File: config.mk
export PLATFORM = sky130hd
export DESIGN_NAME = sound_sequencer
export DESIGN_NICKNAME = d
export VERILOG_FILES = /design/src/rtl/sound_sequencer.sv
export SDC_FILE = /design/constraint.sdc
export NUM_CORES = 1
export LEC_CHECK = 0
export BUFFER_PORTS_ARGS = -buffer_cell sky130_fd_sc_hd__buf_2
export CAP_MARGIN = 20
export CORE_ASPECT_RATIO = 1.25
export CORE_UTILIZATION = 35
export DETAILED_ROUTE_END_ITERATION = 10
export GPL_ROUTABILITY_DRIVEN = 0
export SETUP_SLACK_MARGIN = 0.4
export SYNTH_ARGS = -nofsm -noshare
export SYNTH_HDL_FRONTEND = slang
export SYNTH_SLANG_ARGS = --single-unit
export TNS_END_PERCENT = 100
File: constraint.sdc
create_clock -name clk -period 7.15 [get_ports clk]
set_input_delay 0.3575 -clock clk [delete_from_list [all_inputs] [get_ports clk]]
set_output_delay 0.3575 -clock clk [all_outputs]
set_load 0.005 [all_outputs]
File: src/rtl/sound_sequencer.sv
// Fixed-priority buzzer note scheduler: gameover jingle > landing effect > looping background melody.
// All outputs registered; an input or note boundary seen at one edge shows on the outputs after that edge.
module sound_sequencer #(
   parameter int BEAT_CYCLES = 6_250_000
) (
   input  logic       clk,
   input  logic       rst_n,
   input  logic       i_bgm_en,
   input  logic       i_load_done,
   input  logic       i_perfect,
   input  logic       i_gameover,
   output logic [5:0] o_music_scale,
   output logic       o_busy,
   output logic [1:0] o_state
);

   localparam int CW = $clog2(2 * BEAT_CYCLES);
   localparam logic [CW-1:0] END1 = CW'(BEAT_CYCLES - 1);
   localparam logic [CW-1:0] END2 = CW'(2 * BEAT_CYCLES - 1);

   localparam logic [1:0] S_IDLE   = 2'd0;
   localparam logic [1:0] S_BGM    = 2'd1;
   localparam logic [1:0] S_EFFECT = 2'd2;
   localparam logic [1:0] S_OVER   = 2'd3;

   localparam logic [2:0] JIN_REST = 3'd6;

   logic [1:0]    state;
   logic [3:0]    bgm_idx;
   logic [2:0]    eff_idx;
   logic [2:0]    jin_idx;
   logic          perf_q;
   logic          gameover_q;
   logic [CW-1:0] note_cnt;

   logic [1:0]    n_state;
   logic [3:0]    n_bgm;
   logic [2:0]    n_eff;
   logic [2:0]    n_jin;
   logic          n_perf;
   logic [CW-1:0] n_cnt;
   logic [5:0]    n_note;
   logic          go_rise;
   logic          eff_end;
   logic          eff_last;

   function automatic logic [5:0] bgm_note(input logic [3:0] idx);
      case (idx)
         4'd0, 4'd1:   bgm_note = 6'd8;
         4'd2, 4'd3:   bgm_note = 6'd12;
         4'd4, 4'd5:   bgm_note = 6'd13;
         4'd6:         bgm_note = 6'd12;
         4'd8, 4'd9:   bgm_note = 6'd11;
         4'd10, 4'd11: bgm_note = 6'd10;
         4'd12, 4'd13: bgm_note = 6'd9;
         4'd14:        bgm_note = 6'd8;
         default:      bgm_note = 6'd0;
      endcase
   endfunction

   function automatic logic [5:0] eff_note(input logic perf, input logic [2:0] idx);
      if (perf) begin
         eff_note = (idx == 3'd0) ? 6'd11 : (idx == 3'd1) ? 6'd15 : 6'd0;
      end else begin
         eff_note = (idx == 3'd0) ? 6'd4 : 6'd0;
      end
   endfunction

   function automatic logic [5:0] jin_note(input logic [2:0] idx);
      case (idx)
         3'd0:    jin_note = 6'd12;
         3'd1:    jin_note = 6'd10;
         3'd2:    jin_note = 6'd8;
         3'd3:    jin_note = 6'd5;
         3'd4:    jin_note = 6'd3;
         3'd5:    jin_note = 6'd1;
         default: jin_note = 6'd0;
      endcase
   endfunction

   assign go_rise  = i_gameover & ~gameover_q;
   // Perfect effect is two one-beat notes; the normal effect is a single two-beat note.
   assign eff_end  = perf_q ? (note_cnt == END1) : (note_cnt == END2);
   assign eff_last = perf_q ? (eff_idx == 3'd1) : 1'b1;

   always_comb begin
      n_state = state;
      n_bgm   = bgm_idx;
      n_eff   = eff_idx;
      n_jin   = jin_idx;
      n_perf  = perf_q;
      n_cnt   = note_cnt + 1'b1;
      if (go_rise) begin
         n_state = S_OVER;
         n_jin   = 3'd0;
         n_cnt   = '0;
      end else begin
         case (state)
            S_IDLE: begin
               n_cnt = '0;
               if (i_load_done) begin
                  n_state = S_EFFECT;
                  n_eff   = 3'd0;
                  n_perf  = i_perfect;
               end else if (i_bgm_en) begin
                  n_state = S_BGM;
                  n_bgm   = 4'd0;
               end
            end
            S_BGM: begin
               // bgm_idx is left untouched on preemption so it doubles as the resume point.
               if (i_load_done) begin
                  n_state = S_EFFECT;
                  n_eff   = 3'd0;
                  n_perf  = i_perfect;
                  n_cnt   = '0;
               end else if (!i_bgm_en) begin
                  n_state = S_IDLE;
                  n_bgm   = 4'd0;
                  n_cnt   = '0;
               end else if (note_cnt == END1) begin
                  n_bgm = bgm_idx + 4'd1;
                  n_cnt = '0;
               end
            end
            S_EFFECT: begin
               if (i_load_done) begin
                  n_eff  = 3'd0;
                  n_perf = i_perfect;
                  n_cnt  = '0;
               end else if (eff_end) begin
                  n_cnt = '0;
                  if (!eff_last) begin
                     n_eff = eff_idx + 3'd1;
                  end else begin
                     n_eff = 3'd0;
                     if (i_bgm_en) begin
                        n_state = S_BGM;
                     end else begin
                        n_state = S_IDLE;
                        n_bgm   = 4'd0;
                     end
                  end
               end
            end
            default: begin
               if (!i_gameover) begin
                  n_state = i_bgm_en ? S_BGM : S_IDLE;
                  n_bgm   = 4'd0;
                  n_jin   = 3'd0;
                  n_cnt   = '0;
               end else if (jin_idx == JIN_REST) begin
                  n_cnt = '0;
               end else if (note_cnt == END2) begin
                  n_jin = jin_idx + 3'd1;
                  n_cnt = '0;
               end
            end
         endcase
      end
   end

   always_comb begin
      case (n_state)
         S_BGM:    n_note = bgm_note(n_bgm);
         S_EFFECT: n_note = eff_note(n_perf, n_eff);
         S_OVER:   n_note = jin_note(n_jin);
         default:  n_note = 6'd0;
      endcase
   end

   always_ff @(posedge clk or negedge rst_n) begin
      if (!rst_n) begin
         state         <= S_IDLE;
         bgm_idx       <= 4'd0;
         eff_idx       <= 3'd0;
         jin_idx       <= 3'd0;
         perf_q        <= 1'b0;
         gameover_q    <= 1'b0;
         note_cnt      <= '0;
         o_music_scale <= 6'd0;
         o_busy        <= 1'b0;
      end else begin
         state         <= n_state;
         bgm_idx       <= n_bgm;
         eff_idx       <= n_eff;
         jin_idx       <= n_jin;
         perf_q        <= n_perf;
         gameover_q    <= i_gameover;
         note_cnt      <= n_cnt;
         o_music_scale <= n_note;
         o_busy        <= (n_state == S_EFFECT) || (n_state == S_OVER);
      end
   end

   assign o_state = state;

endmodule

* Word-level counts from Yosys, hierarchy flattened
Memories as Yosys holds them, arrays and structs flattened.
Index checks and enable logic that the tools add are counted.
** Cells by class
- Add/subtract/negate cells :: 4
- Reductions and logical operators :: 6
- Equal/unequal tests :: 15
- Multiplexer cells :: 55
- Bitwise operators :: 2
** Operators with widths (count)
- 2-to-1 mux 24 bit :: 9
- one-hot mux 24 bit (3 select lines) :: 1
- 2-to-1 mux 4 bit :: 14
- 2-to-1 mux 3 bit :: 11
- adder 24 x 1 -> 24 bit, second input constant :: 1
- == test 24 x 23 -> 1 bit, second input constant :: 1
- == test 24 bit, second input constant :: 1
- one-hot mux 4 bit (6 select lines) :: 1
- 2-to-1 mux 2 bit :: 9
- one-hot mux 6 bit (3 select lines) :: 1
- one-hot mux 4 bit (3 select lines) :: 1
- == test 3 x 1 -> 1 bit, second input constant :: 3
- == test 3 bit, second input constant :: 3
- adder 3 x 1 -> 3 bit, second input constant :: 2
- == test 2 bit, second input constant :: 3
- == test 3 x 2 -> 1 bit, second input constant :: 2
- logical NOT 3 bit :: 2
- 2-to-1 mux 1 bit :: 6
- one-hot mux 2 bit (3 select lines) :: 1
- one-hot mux 3 bit (2 select lines) :: 1
- adder 4 x 1 -> 4 bit, second input constant :: 1
- == test 2 x 1 -> 1 bit, second input constant :: 2
- OR reduction 3 bit :: 1
- logical NOT 2 bit :: 1
- other kinds (4) :: 4
** Word-level totals
- Output and inout bits :: 9
- Bits of input ports :: 6
- Memory bits (read-only) :: 64
- Logic and storage cells :: 92
- Memories :: 1
- Bits in registers :: 45
** Memory list
- (name not given) :: depth 16, width 4, rd ports 1, clocked after Yosys merged registers in 0, write ports 0, line 48 : case (idx)

* Longest topological paths before layout
- Depth in word-level cells :: 12
- Depth in mapped cells :: 10
- Gate-level depth less buffers :: 10

* Least setup slack after synthesis
OpenSTA, ideal clock, no wires.
- Kind :: register to register
- From :: register note_cnt[9]
- To :: register o_music_scale[2]
- Required time :: 7040 ps
- Setup slack :: 4528 ps
- Arrival :: 2512 ps
- Setup time :: 110 ps
- Cell stages (with the launch flop) :: 9
- Path through :: dfrtp_1 -> or4b_4 -> nor4_4 -> a32o_2 -> nor2_2 -> o41a_1 -> or4_4 -> o32a_1 -> o41ai_1
** On the way
- Longest elaborated chain between the ends :: 11
- Elaborated cells between the ends (all ways) :: 41
- Those cells by class :: 11 x eq/ne; 27 x mux; 2 x reduce/logical; 1 x memory
** Ends and longest elaborated chain
- from (decl) :: line 34 : logic [CW-1:0] note_cnt;
- from (signal assigned) :: line 190 : note_cnt <= n_cnt;
- == test 24 bit / == test 24 x 23 -> 1 bit (equally long branches) :: line 83 : assign eff_end = perf_q ? (note_cnt == END1) : (note_cnt == END2);
- 2-to-1 mux 1 bit (*) :: line 83
- 2-to-1 mux 3 bit (*) :: line 131 : end else if (eff_end) begin
- 2-to-1 mux 3 bit (*) :: line 127 : if (i_load_done) begin
- one-hot mux 3 bit (2 select lines) (*) :: line 98 : case (state)
- 2-to-1 mux 3 bit (*) :: line 93 : if (go_rise) begin
- via n_eff[1] :: line 38 : logic [2:0] n_eff;
- == test 3 x 1 -> 1 bit :: line 63 : eff_note = (idx == 3'd0) ? 6'd11 : (idx == 3'd1) ? 6'd15 : 6'd0;
- 2-to-1 mux 4 bit (2 in series) :: line 63
- 2-to-1 mux 4 bit (*) :: line 62 : if (perf) begin
- one-hot mux 6 bit (3 select lines) (*) :: line 164 : case (n_state)
- via n_note[2] :: line 42 : logic [5:0] n_note;
- to (signal assigned) :: line 191 : o_music_scale <= n_note;
- to (decl) :: line 12 : output logic [5:0] o_music_scale,
Mark *: on every way through the listed nets, which the timed path passes. The rest lies on a longest branch.

* Worst setup path in the final report
- From :: register note_cnt[5]
- To :: register o_music_scale[2]
** On the way
- Elaborated cells between the ends (all ways) :: 41
- Those cells by class :: 11 x eq/ne; 27 x mux; 2 x reduce/logical; 1 x memory
** RTL lines
- == test 24 bit / == test 24 x 23 -> 1 bit (equally long branches) :: line 83, 121
- 2-to-1 mux 1 bit / 2-to-1 mux 4 bit (equally long branches) :: line 83, 121
- 2-to-1 mux 4 bit (on tied branches) :: line 131, 117
- 2-to-1 mux 4 bit (on tied branches) :: line 127, 112
- one-hot mux 4 bit (3 select lines) (*) :: line 98
- 2-to-1 mux 4 bit (*) :: line 93
- via n_bgm[2] :: line 37 : logic [3:0] n_bgm;
- memory (16 x 4 bit) (*)
- one-hot mux 6 bit (3 select lines) (*) :: line 164
- via n_note[2] :: line 42
Marked as above.

==> impl_metrics.csv <==
group,metric,value,unit
sta,fin_skew,0.00999,ns
synthesis,ys_ff_latch,43,
worst_setup_path,crit_fanout,11,
hold_path,hold_class,"primary input to async pin",
pwr,pwr-share-comb,20.0,%
pwr,p_sw_share,30.7,%
worst_setup_path,cp_data_required_time,7.35,ns
sta,hold_viol_final,0,
layout,layout.cells.non_filler,389,
layout,fin_nets,308,
detailed_routing,wl,5.86,mm
global_routing,grt_max_degree,44,
place,dp_slack,4.13,ns
detailed_routing,drc,0,
synthesis,synth.distinct_cells,66,
global_routing,antenna_found_initial,0,
cts,post_cts_buffers,0,
global_routing,grt_overflow,0,
cts,cts_hold_buf,0,
worst_setup_path,critical_path_class,"register to register",
cts,clk_path_buf_depth,2,
cts,cts_root_buf,"clkbuf_8",
layout,fillCellCount,738,
sta,setup_tns,0,ns
layout,area_delta_synth_final,9.12,%
pwr,ir_drop,116,uV
layout,final_common_cell,"dfrtp_1",
die,io_pins,15,
pwr,power_frac_clock,30.9,%
global_routing,grt_pass1_wl,10.4,mm
detailed_routing,drt_iter0_markers,117,
worst_setup_path,reg2reg_from,"note_cnt[5]",
cts,cts.sinks,43,
sta,setup_slack,4.06,ns
run,cap_violations,0,
layout,drive_gt1_share,13.5,%
cts,clk_latency,0.30,ns
worst_setup_path,critical-path-slowest-cell,"dfrtp_1",
layout,mostFrequentLayoutCells,"43 x dfrtp_1, 40 x nor2_1, 27 x nand2_1, 15 x nand3_1, 15 x xnor2_1",
place,place.port_buffers,12,
place,dp.cells,380,
sta,relSlewSlack,46.2,%
die,die_y,99.0,microns
detailed_routing,via_count,2128,
global_routing,first_global_vias,2099,
status,status,"finished, final reports clean",
layout,regArea,1080,sq um
sta,fin_crit,3.09,ns
layout,antennaDiodeCount,0,
synthesis,netlist_area,2640,sq um
sta,timing.fmax,0.323,GHz
worst_setup_path,critPathCaptureType,"register",
cts,clkSlewWorstSetupHoldPaths,0.09,ns
worst_setup_path,crit_arrival,3.29,ns
global_routing,track_usage,16.9,%
synthesis,ys_async_sr_fraction,100,%
cts,htree_levels,2,
pwr,pwr-share-seq,49.1,%
synthesis,netlist_instances,287,
worst_setup_path,path_common_cell,"and3_1",
worst_setup_path,critPathLaunchType,"register",
die,core_area,7310,sq um
sta,worst_pin_slew,0.805,ns
worst_setup_path,cp_cell_sequence,"nand4b_1 -> nor4_1 -> and3_1 -> a2bb2oi_1 -> nor4b_1 -> o21ai_0 -> and3_1 -> o41ai_1",
synthesis,synth_edf_count,0,
place,hpwl,4.21,mm
worst_setup_path,cp-startpoint,"note_cnt[5]",
die,die-area,7880,sq um
detailed_routing,drt_pre_antenna_iters,4,
synthesis,ys_seq_area_share,40.8,%
pwr,p_switching,173,uW
sta,maxSlewViolCount,0,
sta,setup_violations,0,
pwr,p_per_area,196,nW/um^2
cts,numCtsBuffers,5,
cts,post_cts_resized,0,
worst_setup_path,critPathMaxStageDelay,0.44,ns
pwr,p_leak,0.00121,uW
layout,multi_input_area,1460,sq um
synthesis,yosys_warnings,0,
pwr,cell_internal_pwr,390,uW
die,die_x,79.6,microns
die,core.rowCount,35,
cts,cts_tree,"yes",
synthesis,avgSynthCellArea,9.18,sq um
sta,period_share,43.2,%
sta,rsz0062_at_grt,"no",
detailed_routing,wl_per_cell,15.1,microns
detailed_routing,antenna_left,0,
detailed_routing,viasPerCell,5.47,
die,initial_utilization,36.0,%
synthesis,synth-main-ff-cell,"dfrtp_1",
==> Yosys cell counts, drive strengths merged (2+ instances only) <==
cell	n	area share [%]
nor2	41	5.9
nor3	7	1.3
nand4	6	1.4
dfrtp	43	41
nand2b	3	1.0
a31oi	5	1.2
o32a	2	0.81
a21oi	5	0.95
and4b	2	0.76
clkbuf	5	0.85
or3b	2	0.66
ha	6	2.8
and4	2	0.71
o21ai	5	0.95
xor2	9	3.0
o21a	2	0.57
buf	7	1.8
o21bai	3	0.85
mux2i	2	0.76
or2b	2	0.57
mux2	3	1.3
nor2b	4	0.95
nor4	4	1.5
nand4b	3	1.0
and3	12	2.9
inv	8	1.1
o311ai	3	1.0
xnor2	15	5.0
nor4b	2	0.66
nand2	27	3.8
nand3	15	2.8
and2	5	1.2
o211ai	2	0.57
a221oi	2	0.66
or4b	2	0.90
==> path summary, 6_finish.rpt <==
check                                    to  slack (ns)  depth (start not counted)
setup reg to reg           o_music_scale[2]        4.06                          8
hold reg to reg                 note_cnt[0]        0.50                          1
hold / removal                 note_cnt[16]        0.01                          1
min in group clk                 gameover_q        0.30                          1
max in group asynchronous        bgm_idx[2]        6.65                          2
setup / recovery           o_music_scale[2]        4.06                          8
==> cells by family (layout without fill, tap and decap cells) <==
logic type,after synthesis,count (layout),share of synthesized area [%]
flip-flops,43,43,40.8
XOR/XNOR,24,24,7.98
adder cells (fa/ha/maj),6,6,2.85
other,1,2,0.142
AO/OA/AOI/OAI,44,44,12.4
buffers and inverters,20,29,3.80
multiplexers,5,5,2.04
AND/OR/NAND/NOR,144,144,29.9
==> area by class of cell <==
type	count	area share (%)
Inverter	8	1.04
Multi-Input combinational cell	225	50.9
Timing Repair Buffer	13	3.05
Sequential cell	43	37.4
Clock buffer	7	3.35
Clock inverter	1	0.261
Tap cell	92	4.00
==> metrics by stage <==
step / total power, uW / area [sq um] / utilization [%] / hold WS (ns)
6_report: 563 / 2880 / 39.3 / 0.0103
5_1_grt: 596 / 2880 / 39.3 / 0.0386
2_1_floorplan: 359 / 2640 / - / 0.0619
3_5_place_dp: 393 / 2740 / 37.5 / 0.487
3_3_place_gp: 393 / 2740 / 37.5 / 0.475
4_1_cts: 568 / 2850 / 38.9 / 0.240
==> per-layer routing <==
| metal | vias up | track usage (%) | part of all wire (%) |
|---|---|---|---|
| li1 | 1041 | - | - |
| met1 | 1039 | 20.9 | 43 |
| met2 | 37 | 28.8 | 52 |
| met3 | 11 | 2.87 | 2.6 |
| met4 | 0 | 6.99 | 2.3 |
| met5 | - | 0 | 0 |
==> flip-flops by register name, indices dropped and copies added, names as in the netlist <==
register       count
bgm_idx            4
eff_idx            3
gameover_q         1
jin_idx            3
note_cnt          24
o_busy             1
o_music_scale      4
o_state            2
perf_q             1
==> worst max-delay path: cells and delay by family (launching register included) <==
family / cells / cell delay [ns]
compound gates: 3 / 0.81
flops: 1 / 0.44
simple gates: 5 / 1.74
==> power groups by stage <==
stage | Sequential, uW | Clock, uW | Combinational [uW]
2_1_floorplan | 273 | 0 | 85.8
3_3_place_gp | 281 | 0 | 112
3_5_place_dp | 281 | 0 | 112
4_1_cts | 277 | 179 | 112
5_1_grt | 280 | 190 | 126
6_report | 277 | 174 | 113
Note: power is estimated with default switching activity, not from simulation.
